File: src/rtl/tft_timing_gen.sv
// rtl/tft_timing_gen.sv - TFT panel timing generator with power sequencing and pixel request/return path
// Requests pixels from counters; returned data is aligned to DE/sync through a PIX_LAT-deep delay line.
module tft_timing_gen #(
   parameter int H_ACTIVE = 480,
   parameter int H_FP     = 2,
   parameter int H_SYNC   = 41,
   parameter int H_BP     = 2,
   parameter int V_ACTIVE = 272,
   parameter int V_FP     = 2,
   parameter int V_SYNC   = 10,
   parameter int V_BP     = 2,
   parameter bit SYNC_POL = 1'b0,
   parameter int PIX_LAT  = 2,
   parameter int PWR_DLY  = 1024,
   parameter int X_BITS   = 10,
   parameter int Y_BITS   = 9,
   parameter int C_BITS   = 8
) (
   input  logic              tft_clk,
   input  logic              rst,
   input  logic              enable,
   output logic              req_valid,
   output logic [X_BITS-1:0] req_x,
   output logic [Y_BITS-1:0] req_y,
   input  logic [C_BITS-1:0] pix_red,
   input  logic [C_BITS-1:0] pix_green,
   input  logic [C_BITS-1:0] pix_blue,
   output logic [C_BITS-1:0] tft_red,
   output logic [C_BITS-1:0] tft_green,
   output logic [C_BITS-1:0] tft_blue,
   output logic              tft_data_ena,
   output logic              tft_hsync,
   output logic              tft_vsync,
   output logic              tft_vdd,
   output logic              tft_display,
   output logic              new_frame,
   output logic              running
);

   localparam int H_TOTAL = H_ACTIVE + H_FP + H_SYNC + H_BP;
   localparam int V_TOTAL = V_ACTIVE + V_FP + V_SYNC + V_BP;
   localparam logic [X_BITS-1:0] H_ACT_C  = X_BITS'(H_ACTIVE);
   localparam logic [X_BITS-1:0] H_SS_C   = X_BITS'(H_ACTIVE + H_FP);
   localparam logic [X_BITS-1:0] H_SE_C   = X_BITS'(H_ACTIVE + H_FP + H_SYNC);
   localparam logic [X_BITS-1:0] H_LAST_C = X_BITS'(H_TOTAL - 1);
   localparam logic [Y_BITS-1:0] V_ACT_C  = Y_BITS'(V_ACTIVE);
   localparam logic [Y_BITS-1:0] V_SS_C   = Y_BITS'(V_ACTIVE + V_FP);
   localparam logic [Y_BITS-1:0] V_SE_C   = Y_BITS'(V_ACTIVE + V_FP + V_SYNC);
   localparam logic [Y_BITS-1:0] V_LAST_C = Y_BITS'(V_TOTAL - 1);
   localparam int DW = $clog2(PWR_DLY + 1);
   localparam logic [DW-1:0] DLY_LOAD = DW'(PWR_DLY);

   typedef enum logic [2:0] {
      ST_OFF,
      ST_VDD_WAIT,
      ST_RUN,
      ST_DRAIN,
      ST_DISP_OFF
   } state_t;

   state_t                    state_q, state_d;
   logic [DW-1:0]             dly_q, dly_d;
   logic [X_BITS-1:0]         h_q, h_d;
   logic [Y_BITS-1:0]         v_q, v_d;
   logic [PIX_LAT-1:0][2:0]   pipe_q, pipe_d;
   logic [2:0]                tap;
   logic                      run, at_last, flush;
   logic                      raw_hs, raw_vs;
   logic                      de_q, hs_q, vs_q, vdd_q, disp_q;
   logic [C_BITS-1:0]         red_q, green_q, blue_q;

   assign run     = (state_q == ST_RUN) || (state_q == ST_DRAIN);
   assign at_last = (h_q == H_LAST_C) && (v_q == V_LAST_C);
   assign flush   = (state_q == ST_DISP_OFF);

   always_comb begin
      state_d = state_q;
      dly_d   = dly_q;
      case (state_q)
         ST_OFF: begin
            if (enable) begin
               state_d = ST_VDD_WAIT;
               dly_d   = DLY_LOAD;
            end
         end
         ST_VDD_WAIT: begin
            if (!enable) begin
               state_d = ST_OFF;
               dly_d   = '0;
            end else if (dly_q == DW'(1)) begin
               state_d = ST_RUN;
               dly_d   = '0;
            end else begin
               dly_d = dly_q - DW'(1);
            end
         end
         ST_RUN: begin
            if (!enable) state_d = ST_DRAIN;
         end
         ST_DRAIN: begin
            if (enable) begin
               state_d = ST_RUN;
            end else if (at_last) begin
               state_d = ST_DISP_OFF;
               dly_d   = DLY_LOAD;
            end
         end
         ST_DISP_OFF: begin
            if (dly_q == DW'(1)) begin
               state_d = ST_OFF;
               dly_d   = '0;
            end else begin
               dly_d = dly_q - DW'(1);
            end
         end
         default: begin
            state_d = ST_OFF;
            dly_d   = '0;
         end
      endcase
   end

   // Counters sit at (0,0) whenever the panel is not scanning.
   always_comb begin
      h_d = '0;
      v_d = '0;
      if (run) begin
         if (h_q == H_LAST_C) begin
            h_d = '0;
            v_d = (v_q == V_LAST_C) ? '0 : v_q + Y_BITS'(1);
         end else begin
            h_d = h_q + X_BITS'(1);
            v_d = v_q;
         end
      end
   end

   assign req_valid = run && (h_q < H_ACT_C) && (v_q < V_ACT_C);
   assign req_x     = h_q;
   assign req_y     = v_q;
   assign new_frame = run && (h_q == '0) && (v_q == '0);
   assign running   = run;
   assign raw_hs    = run && (h_q >= H_SS_C) && (h_q < H_SE_C);
   assign raw_vs    = run && (v_q >= V_SS_C) && (v_q < V_SE_C);

   // Delay line entries are {vsync, hsync, de}, all active-high internally.
   always_comb begin
      pipe_d    = pipe_q;
      pipe_d[0] = {raw_vs, raw_hs, req_valid};
      for (int i = 1; i < PIX_LAT; i++) pipe_d[i] = pipe_q[i-1];
      if (flush) pipe_d = '0;
      tap = flush ? 3'b000 : pipe_q[PIX_LAT-1];
   end

   always_ff @(posedge tft_clk or posedge rst) begin
      if (rst) begin
         state_q <= ST_OFF;
         dly_q   <= '0;
         h_q     <= '0;
         v_q     <= '0;
         pipe_q  <= '0;
         de_q    <= 1'b0;
         hs_q    <= ~SYNC_POL;
         vs_q    <= ~SYNC_POL;
         red_q   <= '0;
         green_q <= '0;
         blue_q  <= '0;
         vdd_q   <= 1'b0;
         disp_q  <= 1'b0;
      end else begin
         state_q <= state_d;
         dly_q   <= dly_d;
         h_q     <= h_d;
         v_q     <= v_d;
         pipe_q  <= pipe_d;
         de_q    <= tap[0];
         hs_q    <= ~(tap[1] ^ SYNC_POL);
         vs_q    <= ~(tap[2] ^ SYNC_POL);
         red_q   <= tap[0] ? pix_red   : '0;
         green_q <= tap[0] ? pix_green : '0;
         blue_q  <= tap[0] ? pix_blue  : '0;
         vdd_q   <= (state_d != ST_OFF);
         disp_q  <= (state_d == ST_RUN) || (state_d == ST_DRAIN);
      end
   end

   assign tft_data_ena = de_q;
   assign tft_hsync    = hs_q;
   assign tft_vsync    = vs_q;
   assign tft_red      = red_q;
   assign tft_green    = green_q;
   assign tft_blue     = blue_q;
   assign tft_vdd      = vdd_q;
   assign tft_display  = disp_q;

endmodule

File: config.mk
export PLATFORM = sky130hd
export DESIGN_NAME = tft_timing_gen
export DESIGN_NICKNAME = d
export VERILOG_FILES = /design/src/rtl/tft_timing_gen.sv
export SDC_FILE = /design/constraint.sdc
export NUM_CORES = 1
export LEC_CHECK = 0
export ABC_AREA = 1
export ABC_CLOCK_PERIOD_IN_PS = 2400
export CAP_MARGIN = 20
export CORE_UTILIZATION = 50
export DETAILED_ROUTE_END_ITERATION = 10
export PLACE_DENSITY = 0.8
export SKIP_LAST_GASP = 1
export SYNTH_ARGS = -nofsm -noshare
export SYNTH_HDL_FRONTEND = slang
export SYNTH_SLANG_ARGS = --single-unit
File: constraint.sdc
create_clock -name tft_clk -period 2.4 [get_ports tft_clk]
set_clock_uncertainty 0.2 [all_clocks]
set_input_delay 0.24 -clock tft_clk [delete_from_list [all_inputs] [get_ports tft_clk]]
set_output_delay 0.24 -clock tft_clk [all_outputs]
set_load 0.005 [all_outputs]
# After elaboration in Yosys (flattened, before gate mapping)
# Cells that the tools add are included.
# classes
n_addsub	3
n_lt_le_gt_ge	6
eq_ne	13
mux	24
n_bitwise	3
reduce_logical	16
# op_table
cell	n
two-way mux 11 bit	5
one-hot mux 11 bit (5 select lines)	1
two-way mux 9 bit	3
two-way mux 3 bit	8
two-way mux 8 bit	3
two-way mux 10 bit	2
less-than comparator 9 bit, second input constant	2
one-hot mux 3 bit (5 select lines)	1
== test 3 x 2 -> 1 bit, second input constant	4
== test 11 x 1 -> 1 bit, second input constant	1
subtractor 11 x 1 -> 11 bit, second input constant	1
adder 10 x 1 -> 10 bit, second input constant	1
== test 10 bit, second input constant	1
>= comparator 10 x 9 -> 1 bit, second input constant	1
zero test 10 bit	1
less-than comparator 10 bit, second input constant	1
less-than comparator 10 x 9 -> 1 bit, second input constant	1
adder 9 x 1 -> 9 bit, second input constant	1
== test 9 bit, second input constant	1
>= comparator 9 bit, second input constant	1
logical AND 1 bit	9
zero test 9 bit	1
two-way mux 6 bit	1
!= test 2 bit, second input constant	3
8 further kinds	11
# totals
regBits	68
in_bits	27
output_inout_bits	51
elab_cells	79

# Longest topological paths before layout
# Gate-level depths: netlist of the first run.
# logic_depth
word_depth	7
ltp_mapped	11
mapped_depth_nobuf	11

# Least setup slack after synthesis of the first run
# Ideal clock, no wire load.
# synth_timing
kind	flip-flop to flip-flop
startpoint	reg h_q[1], in the netlist req_x[1]
endpoint	reg vdd_q, in the netlist tft_vdd
setup_time_ns	0.127
arrival_time_ns	1.394
required_time_ns	2.073
path_slack_ns	0.679
stages_incl_launch_ff	11
n_path_buf	1
period_less_slack_ns	1.721
path_cell_list	dfrtp_1 inv_1 ha_1 inv_1 nor2_1 nand4_1 nand2_2 buf_6 nand3_1 nor2_2 nand3_1
# synth_via
elab_chain_cells	6
# synth_lines
element	line	rtl
start: declaration	63	logic [X_BITS-1:0] h_q, h_d;
start signal: assignment	159	h_q <= '0;
start signal: assignment	173	h_q <= h_d;
== test 10 bit	73	assign at_last = (h_q == H_LAST_C) && (v_q == V_LAST_C);
logical AND 1 bit	73	
two-way mux 3 bit	103	end else if (at_last) begin
two-way mux 3 bit	101	if (enable) begin
one-hot mux 3 bit (5 select lines)	79	case (state_q)
nonzero test 3 bit	182	vdd_q <= (state_d != ST_OFF);
end signal: assignment	182	
end: declaration	69	logic de_q, hs_q, vs_q, vdd_q, disp_q;
# Every way passes these cells.
# A chain may end at the register's enable or synchronous reset.

# Worst setup path in the final report of the first run
# layout_timing
startpoint	reg h_q[1], in the netlist req_x[1]
endpoint	out new_frame
# layout_via
elab_chain_cells	3
# layout_lines
element	line	rtl
zero test 10 bit	141	assign new_frame = run && (h_q == '0) && (v_q == '0);
logical AND 1 bit (2 in series)	141	
end: declaration	36	output logic new_frame,
# Every way passes these cells.

==> results of run 1 <==
-- cells by family after synthesis --
family,Yosys count,synth area share
simple gates,223,0.2974
buf+inv,86,0.1039
fa+ha+maj,7,0.02579
xor+xnor,6,0.01548
compound gates,30,0.05269
mux,1,0.002948
flops,68,0.5018
-- synthesized netlist by cell type --
cell      count
nand2_1      81
nor2_1       77
inv_1        75
dfrtp_1      66
nand3_1      33
a21oi_1       8
nand4_1       8
o21ai_0       8
ha_1          7
nand2_2       6
nor3_1        6
xor2_1        5
o21ai_1       3
o21bai_1      3
a21oi_2       2
buf_2         2
buf_4         2
buf_6         2
dfstp_2       2
inv_2         2
inv_4         2
nand3_2       2
nor3_2        2
nor4_2        2
o211ai_1      2
a21boi_0      1
a22oi_1       1
a31oi_1       1
buf_1         1
mux2i_1       1
nand3b_1      1
nand4_2       1
nor2_2        1
nor2_8        1
nor3_4        1
o21a_1        1
or2_2         1
xnor2_1       1
-- layer usage --
| metal | routed length [microns] | up-vias | GRT usage |
|---|---|---|---|
| met1 | 3121 | 1344 | 0.2742 |
| met3 | 512 | 18 | 0.06588 |
| met2 | 3827 | 102 | 0.4046 |
| met4 | 197 | 0 | 0.1063 |
| met5 | 0 | - | 0 |
| li1 | - | 1473 | - |
-- worst paths after layout --
| check | from | to |
|---|---|---|
| worst max-delay path | req_x[1] | new_frame |
| worst min-delay path | rst | tft_red[3] |
| worst max register to register | req_x[1] | req_y[4] |
| worst min register to register | pipe_q[5] | tft_vsync |
| max in group asynchronous | rst | tft_vsync |
| min in group tft_clk | pipe_q[5] | tft_vsync |
-- registers in the layout, indices dropped and copies added, names as in the netlist --
| register | flops |
|---|---|
| tft_vdd | 1 |
| tft_display | 1 |
| req_y | 9 |
| tft_hsync | 1 |
| pipe_q | 6 |
| tft_red | 8 |
| state_q | 3 |
| tft_vsync | 1 |
| req_x | 10 |
| tft_blue | 8 |
| tft_green | 8 |
| tft_data_ena | 1 |
| dly_q | 11 |
-- what timing repair did --
item                                    CTS  global route
resized for setup                         2             1
hold buffers                              0             0
endpoints found under the setup margin    2             1
-- worst reg2reg max path, stage by stage, from the launching register on --
cell and delay (ps):
dfrtp_1 420, inv_1 120, ha_1 150, inv_1 50
nor2_1 150, nand4_1 140, nand2_2 120, buf_4 260
nand2_1 120, xor2_1 160, nor2_1 100
-- cell usage in the layout (no fill, tap or decap), types with 6 or more instances in the layout --
cell             Yosys  final
a21oi_1              8      8
clkbuf_8             0      9
clkdlybuf4s50_1      0     75
dfrtp_1             66     66
ha_1                 7      7
inv_1               75     74
nand2_1             81     81
nand2_2              6      6
nand3_1             33     33
nand4_1              8      8
nor2_1              77     77
nor3_1               6      6
o21ai_0              8      7
-- power by group through the flow --
stage | clock network, uW | logic [uW] | registers [uW]
floorplan | 0 | 760 | 1480
global placement | 0 | 1110 | 1490
detailed placement | 0 | 1140 | 1510
CTS | 851 | 1140 | 1490
global route | 907 | 1310 | 1520
finish | 830 | 1140 | 1490
-- stage by stage --
step,util,instance area (sq um),instances,total power [uW],worst slack [ps]
2_1_floorplan,-,3396,421,2241,251.8
6_report,0.6862,4432,589,3459,190.0
3_3_place_gp,0.6598,4262,573,2608,277.7
4_1_cts,0.6858,4429,589,3484,27.19
3_5_place_dp,0.6598,4262,573,2646,280.9
5_1_grt,0.6862,4432,589,3742,1.114
-- area by class of cell --
cell class / instances / area, sq um
clock inverter: 6 / 41.29
clock buffer: 10 / 127.6
multi-input combinational: 267 / 1339
sequential: 68 / 1704
tap: 77 / 96.34
fill: 536 / 2027
inverter: 79 / 301.5
timing repair buffer: 82 / 822.0
==> summary.md, run 1 <==
| Metric | Value |
|---|---|
| Outcome | `finished, violations left` |
| Failing checks | `design-rule violations` |
| DR iter-0 viols | `189` |
| Unique cell type count in the Yosys netlist | `38` |
| Hold Crit Class | `input port to async pin` |
| GP Congestion | `0.8532` |
| Fin. max-slew vios | `0` |
| Clock slew at reported path FFs | `~80 ps` |
| Initial Utilization | `0.5258` |
| CTS buffer count | `9` |
| WL final | `7658 microns` |
| Initial antenna violation count | `0` |
| Top cell type's share of synthesized area | `0.4864` |
| Ys Warns | `0` |
| Die Span Y | `84.41 microns` |
| Fmax | `between 400 and 500 MHz` |
| Sw Pwr | `1267 uW` |
| Combinational share of power | `0.329` |
| Post-synthesis register bit count | `just under 70` |
| Switching Share | `0.3663` |
| Final hold violations | `0` |
| Antenna-violating nets left | `0` |
| Reg-to-reg slack, setup | `340 ps` |
| Yosys top cell by area | `dfrtp_1` |
| Clk pwr share | `0.240` |
| Crit-path most repeated cell | `inv_1` |
| Delay-heaviest family, CP | `buffers and inverters` |
| TritonCTS clock tree | `done` |
| Synthesized area | `3396 sq um` |
| Antenna cells | `0` |
| Port-buffer cells | `77` |
| GR Util All Layers | `0.2348` |
| Largest net degree at the start of global routing | `69` |
| Htree depth | `3` |
| Slowest stage delay, CP | `roughly 420 ps` |
| Post-CTS Setup Inserts | `0` |
| CTS Sinks | `between 60 and 70` |
| Synth area leaders | `dfrtp_1, nand2_1, nor2_1, inv_1, nand3_1` |
| CP max stage cell | `dfrtp_1` |
| Startpoint Class | `register` |
| Nets@finish | `541` |
| Synthesis-to-layout area growth | `30.51%` |
| I/O Pins | `78` |
| Cell count after synthesis | `421` |
| Hold slack final | `77.58 ps` |
| Core area | `6459 sq um` |
| First-pass GRT wire length | `13120 microns` |
| Worst EP required | `about 2000 ps` |
| Worst-path fanout max | `4` |
| Internal power | `approximately 2200 uW` |
| Syn_nets | `455` |
| Slew of the pin with the lowest slew margin | `538.2 ps` |
| Worst IR Drop VDD | `0.5507 mV` |
| Finish-stage setup viols | `0` |
| DR vias | `2937` |
| Crit Path Class | `register to primary output` |
| Crit end category | `primary output` |
| WL/cell | `~13 microns` |
| Reg2reg path depth | `10` |
| Clock latency at the later pin of the worst-skew pair | `350 ps` |
| Chip width | `roughly 84 microns` |
| Die ar. | `about 7000 sq um` |
| Crit path buffers/inverters | `3` |
| Via density | `4.986` |
| Hpwl dp | `5455 microns` |
| Cell Rows | `29` |
| Setup TNS | `0 ps` |
| Leakage power | `0.002187 uW` |
| Layout cell share with drive strength beyond 1 | `0.08984` |
| Final worst path period share | `0.9208` |
| Cell area power density | `about 800 nW/um^2` |
| Sequential cell area fraction in the yosys report | `0.5018` |
| CP cell instances | `inv_1 -> ha_1 -> inv_1 -> nor3_1 -> nand3b_1 -> nor4_2 -> dlygate4sd2_1` |
| WP depth | `7` |
| RSZ-0062 raised after global routing | `false` |
| Post-Syn Area per Cell | `8.066 sq um` |
| Clk root buf | `clkbuf_8` |
| Register share of total power | `0.431` |
| Worst Path Arrival | `1770 ps` |
| Post-route minimum period | `approximately 2200 ps` |
| Clock tree buffer depth | `2` |
| Vias in the first global route | `between 2000 and 3000` |
| DRC viols | `8` |
| Slew HR | `0.6393` |
| Drt first pass iters | `8` |
| Max_cap viols | `0` |
| Gr ovfl total | `0` |
Note: power is estimated with default switching activity, not from simulation.
==> run 2: changes to the inputs <==
--- a/config.mk
+++ b/config.mk
@@ -8,9 +8,8 @@
 export ABC_AREA = 1
 export ABC_CLOCK_PERIOD_IN_PS = 2400
 export CAP_MARGIN = 20
-export CORE_UTILIZATION = 50
+export CORE_UTILIZATION = 35
 export DETAILED_ROUTE_END_ITERATION = 10
-export PLACE_DENSITY = 0.8
 export SKIP_LAST_GASP = 1
 export SYNTH_ARGS = -nofsm -noshare
 export SYNTH_HDL_FRONTEND = slang
==> summary.md, run 2 (synthesized netlist as in run 1, its figures left out) <==
| Metric | Value |
|---|---|
| Outcome | `completed (was finished, violations left)` |
| WP depth | `7 (unchanged)` |
| Commonest non-fill, non-tap cell in the layout | `nand2_1 (unchanged)` |
| Largest net degree at the start of global routing | `54 (was 69)` |
| Final worst path period share | `0.9088 (was 0.9208)` |
| CTS Sinks | `68 (unchanged)` |
| Synthesis-to-layout area growth | `34.05% (was 30.51%)` |
| Worst R2R Start | `req_x[1] (unchanged)` |
| Most frequent cells in the layout | `nand2_1, nor2_1, clkdlybuf4s50_1 (unchanged)` |
| Cell Rows | `35 (was 29)` |
| GR Util All Layers | `0.1664 (was 0.2348)` |
| Post-DP Area | `4327 sq um (was 4262 sq um)` |
| CTS buffer count | `9 (unchanged)` |
| Finished Layout Cells | `642 (was 589)` |
| Slowest stage delay, CP | `420 ps (about the same)` |
| Crit Path Class | `register to primary output (unchanged)` |
| DP Cell Count | `625 (was 573)` |
| Worst IR Drop VDD | `0.5232 mV (was 0.5507 mV)` |
| Clock latency at the later pin of the worst-skew pair | `340 ps (was 350 ps)` |
| Crit path buffers/inverters | `3 (unchanged)` |
| Post-CTS Setup Inserts | `0 (unchanged)` |
| Register bank with the most flops | `dly_q (unchanged)` |
| Hpwl dp | `5451 microns (was 5455 microns)` |
| Leakage power | `0.002215 uW (was 0.002187 uW)` |
| WL final | `7624 microns (was 7658 microns)` |
| DR vias | `2899 (was 2937)` |
| Clk root buf | `clkbuf_8 (unchanged)` |
| Crit end category | `primary output (unchanged)` |
| Final hold violations | `0 (unchanged)` |
| Gr ovfl total | `0 (unchanged)` |
| Worst-path fanout max | `4 (unchanged)` |
| Antenna-violating nets left | `0 (unchanged)` |
| Worst Path Arrival | `1740 ps (was 1770 ps)` |
| Cell area power density | `801.1 nW/um^2 (was 780.5 nW/um^2)` |
| Clock tree buffer depth | `2 (unchanged)` |
| Htree depth | `3 (unchanged)` |
| Layout cell share with drive strength beyond 1 | `0.09162 (was 0.08984)` |
| Slew HR | `0.5885 (was 0.6393)` |
| Final Cell Area | `4552 sq um (was 4432 sq um)` |
| WL/cell | `11.88 microns (was 13.00 microns)` |
| Hold Crit Class | `register to register (was input port to async pin)` |
| CP max stage cell | `dfrtp_1 (unchanged)` |
| Slew of the pin with the lowest slew margin | `613.9 ps (was 538.2 ps)` |
| TritonCTS clock tree | `done (unchanged)` |
| Final-layout fill cell count | `884 (was 536)` |
| Clock slew at reported path FFs | `80 ps (about the same)` |
| Delay-heaviest family, CP | `simple AND/OR/NAND/NOR gates (was buffers and inverters)` |
| Initial Utilization | `0.3641 (was 0.5258)` |
| Die Span Y | `100.5 microns (was 84.41 microns)` |
| First-pass GRT wire length | `13170 microns (was 13120 microns)` |
| Fin. max-slew vios | `0 (unchanged)` |
| Fmax | `458.5 MHz (was 452.5 MHz)` |
| Core area | `9328 sq um (was 6459 sq um)` |
| DR iter-0 viols | `105 (was 189)` |
| Via density | `4.516 (was 4.986)` |
| Die ar. | `10100 sq um (was 7125 sq um)` |
| Reg-to-reg slack, setup | `430 ps (was 340 ps)` |
| Max FFs per register | `11 (unchanged)` |
| Setup TNS | `0 ps (unchanged)` |
| Port-buffer cells | `77 (unchanged)` |
| Vias in the first global route | `2882 (was 2920)` |
| Startpoint Class | `register (unchanged)` |
| CP cell instances | `inv_1 -> ha_1 -> inv_1 -> nor3_1 -> nand3b_1 -> nor4_2 -> clkbuf_2 (was inv_1 -> ha_1 -> inv_1 -> nor3_1 -> nand3b_1 -> nor4_2 -> dlygate4sd2_1)` |
| Critical R2R Capture | `dly_q[1] (was req_y[4])` |
| Finish-stage setup viols | `0 (unchanged)` |
| Antenna cells | `0 (unchanged)` |
| Hold slack final | `165.5 ps (was 77.58 ps)` |
| Max_cap viols | `0 (unchanged)` |
| Chip width | `100.5 microns (was 84.41 microns)` |
| GP Congestion | `0.8496 (was 0.8532)` |
| Initial antenna violation count | `0 (unchanged)` |
| Reg2reg path depth | `9 (was 10)` |
| Setup crit end | `new_frame (unchanged)` |
| Post-route minimum period | `2181 ps (was 2210 ps)` |
| DRC viols | `0 (was 8)` |
| CP Launch Point | `req_x[1] (unchanged)` |
| Drt first pass iters | `4 (was 8)` |
| Crit-path most repeated cell | `inv_1 (unchanged)` |
| I/O Pins | `78 (unchanged)` |
| Final core occ | `0.4880 (was 0.6862)` |
| Worst EP required | `1960 ps (about the same)` |
| RSZ-0062 raised after global routing | `false (unchanged)` |
| Nets@finish | `542 (was 541)` |
-- run 2: metal layers --
layer | wire length, microns | track usage | part of all wire | vias to the layer above
met1 | 3460 | 0.1951 | 0.45 | 1330
met3 | 444 | 0.05479 | 0.058 | 16
met2 | 3592 | 0.2845 | 0.47 | 81
met5 | 0 | 0 | 0 | -
met4 | 127 | 0.06020 | 0.017 | 0
li1 | - | - | - | 1472
-- run 2: worst min-delay path by stage --
| stage | startpoint | end | cells past startpoint |
|---|---|---|---|
| 2_1_floorplan | pix_blue[0] | tft_blue[0] | 2 |
| 3_3_place_gp | pipe_q[5] | tft_vsync | 1 |
| 3_5_place_dp | pipe_q[4] | tft_hsync | 1 |
| 4_1_cts | pipe_q[4] | tft_hsync | 1 |
| 5_1_grt | pix_red[4] | tft_red[4] | 3 |
| 6_report | pipe_q[4] | tft_hsync | 1 |
-- run 2: repair_timing --
action | in CTS | in global routing
gates resized for setup | 1 | 3
hold endpoints to repair | 15 | 0
pin swaps | 0 | 1
setup endpoints to repair | 1 | 2
hold buffers | 1 | 0
-- run 2: report_power, final --
group / leakage, uW / internal [uW] / switching [uW]
Combinational: 0.00128 / 509 / 620
Sequential: 0.000828 / 1310 / 176
Clock: 0.000106 / 587 / 444
-- run 2: through the flow --
stage / power (uW) / setup slack [ps]
finish: 3647 / 218.8
global placement: 2625 / 258.0
CTS: 3688 / 24.19
global route: 3941 / 12.35
detailed placement: 2634 / 274.2
floorplan: 2241 / 251.8
-- run 2: area by class of cell --
cell class,count,area (sq um),share of cell area
flip-flops and latches,68,1704,0.3744
multi-input cells,267,1339,0.2941
repair buffers,83,828.3,0.1820
inverters,79,301.5,0.06625
well taps,129,161.4,0.03546
clock buffers,10,127.6,0.02804
clock inverters,6,90.09,0.01979
==> run 3: changes to the inputs <==
==> constraint.sdc (replaced) <==
create_clock -name tft_clk -period 2.4 [get_ports tft_clk]
set_clock_uncertainty 0.2 [all_clocks]
set_input_delay 0.24 -clock tft_clk [delete_from_list [all_inputs] [get_ports tft_clk]]
set_output_delay 0.24 -clock tft_clk [all_outputs]
set_load 0.02 [all_outputs]
==> summary.md, run 3 (synthesized netlist as in run 1, its figures left out) <==
| Metric | Value |
|---|---|
| Worst IR Drop VDD | `0.6950 mV (was 0.5232 mV)` |
| Max FFs per register | `11 (unchanged)` |
| Final Cell Area | `4556 sq um (was 4552 sq um)` |
| Hold_sp | `pipe_q[5] (was pipe_q[4])` |
| Reg-to-reg slack, setup | `390 ps (was 430 ps)` |
| Startpoint Class | `register (unchanged)` |
| Clock latency at the later pin of the worst-skew pair | `350 ps (was 340 ps)` |
| Synthesis-to-layout area growth | `34.16% (was 34.05%)` |
| Nets@finish | `542 (unchanged)` |
| Register bank with the most flops | `dly_q (unchanged)` |
| Die Span Y | `100.5 microns (unchanged)` |
| CTS Sinks | `68 (unchanged)` |
| Post-CTS Setup Inserts | `0 (unchanged)` |
| Leakage power | `0.002213 uW (was 0.002215 uW)` |
| Layout cell share with drive strength beyond 1 | `0.09357 (was 0.09162)` |
| Clk root buf | `clkbuf_8 (unchanged)` |
| Antenna-violating nets left | `0 (unchanged)` |
| I/O Pins | `78 (unchanged)` |
| Setup TNS | `0 ps (unchanged)` |
| DR iter-0 viols | `109 (was 105)` |
| Crit end category | `primary output (unchanged)` |
| Hpwl dp | `5347 microns (was 5451 microns)` |
| Largest net degree at the start of global routing | `53 (was 54)` |
| Worst EP required | `1960 ps (about the same)` |
| TritonCTS clock tree | `done (unchanged)` |
| Cell area power density | `829.2 nW/um^2 (was 801.1 nW/um^2)` |
| Crit Path Class | `register to primary output (unchanged)` |
| GP Congestion | `0.8240 (was 0.8496)` |
| Clock tree buffer depth | `2 (unchanged)` |
| Port-buffer cells | `77 (unchanged)` |
| Htree depth | `3 (unchanged)` |
| Post-DP Area | `4327 sq um (unchanged)` |
| Fin. max-slew vios | `0 (unchanged)` |
| CP Launch Point | `req_y[6] (was req_x[1])` |
| Worst Path Arrival | `1790 ps (was 1740 ps)` |
| WL/cell | `11.74 microns (was 11.88 microns)` |
| Max_cap viols | `0 (unchanged)` |
| Slew HR | `0.5810 (was 0.5885)` |
| Critical R2R Capture | `dly_q[7] (was dly_q[1])` |
| Finish-stage setup viols | `0 (unchanged)` |
| Clock slew at reported path FFs | `80 ps (about the same)` |
| Hold Crit Class | `register to register (unchanged)` |
| Core area | `9328 sq um (unchanged)` |
| Outcome | `completed (unchanged)` |
| Initial antenna violation count | `0 (unchanged)` |
| GR Util All Layers | `0.1669 (was 0.1664)` |
| Gr ovfl total | `0 (unchanged)` |
| DRC viols | `0 (unchanged)` |
| RSZ-0062 raised after global routing | `false (unchanged)` |
| Chip width | `100.5 microns (unchanged)` |
| Reg2reg path depth | `9 (unchanged)` |
| Final worst path period share | `0.9305 (was 0.9088)` |
| Final hold violations | `0 (unchanged)` |
| Setup crit end | `req_valid (was new_frame)` |
| WL final | `7538 microns (was 7624 microns)` |
| First-pass GRT wire length | `13110 microns (was 13170 microns)` |
| CTS buffer count | `9 (unchanged)` |
| Die ar. | `10100 sq um (unchanged)` |
| Vias in the first global route | `2893 (was 2882)` |
| Slew of the pin with the lowest slew margin | `625.0 ps (was 613.9 ps)` |
| Worst-path fanout max | `5 (was 4)` |
| Worst R2R Start | `req_x[1] (unchanged)` |
| Most frequent cells in the layout | `nand2_1, nor2_1, clkdlybuf4s50_1 (unchanged)` |
| Antenna cells | `0 (unchanged)` |
| Initial Utilization | `0.3641 (unchanged)` |
| Cell Rows | `35 (unchanged)` |
| Commonest non-fill, non-tap cell in the layout | `nand2_1 (unchanged)` |
| Via density | `4.453 (was 4.516)` |
| DR vias | `2859 (was 2899)` |
| Drt first pass iters | `5 (was 4)` |
| Post-route minimum period | `2233 ps (was 2181 ps)` |
| Fmax | `447.8 MHz (was 458.5 MHz)` |
run 3: final cells by class:
class	count	area (sq um)
clock inverter	7	101.3
sequential	68	1704
clock buffer	9	123.9
fill	905	4772
inverter	79	301.5
multi-input combinational	267	1339
tap	129	161.4
timing repair buffer	83	824.5
run 3: worst min path at each step:
stage	cells after the start	slack [ps]	end
floorplan	2	150	tft_blue[0]
global placement	1	160	tft_vsync
detailed placement	1	170	tft_hsync
CTS	3	170	tft_red[4]
global route	3	180	tft_red[4]
finish	1	180	tft_vsync
run 3: power by group:
group	switching, uW	leakage [uW]	internal, uW	total (uW)
logic	729	0.00128	511	1240
registers	171	0.000828	1310	1480
clock network	467	0.000106	589	1060
total	1370	0.00221	2410	3780
run 3: stage by stage:
stage / worst slack (ps) / instances / total power, uW / utilization / hold slack, ps
floorplan: 251.8 / 421 / 2341 / - / 146.2
global placement: 167.8 / 625 / 2728 / 0.4639 / 160.5
detailed placement: 143.2 / 625 / 2739 / 0.4639 / 169.6
CTS: 18.23 / 642 / 3831 / 0.4888 / 171.9
global route: 18.21 / 642 / 4078 / 0.4884 / 180.8
finish: 166.7 / 642 / 3778 / 0.4884 / 175.9
run 3: worst max-delay path, cell delays in order (launching register included):
cell and delay, ps:
dfrtp_1 430, inv_1 110, nand3_1 140, nand2_1 90, nand2_1 80, nor3_1 240, dlygate4sd2_1 370
run 3: what timing repair did:
| action | in CTS | in global routing |
|---|---|---|
| setup endpoints to repair | 2 | 1 |
| hold buffers | 1 | 0 |
| gates resized for setup | 2 | 3 |
| gates cloned | 0 | 0 |
| hold endpoints to repair | 16 | 0 |
| pin swaps | 0 | 0 |
run 3: per-layer routing:
metal | routed length, microns | up-vias | GRT usage
met5 | 0 | - | 0
met4 | 148 | 0 | 0.07135
met3 | 461 | 12 | 0.04022
met2 | 3518 | 83 | 0.2898
met1 | 3409 | 1284 | 0.1971
li1 | - | 1480 | -
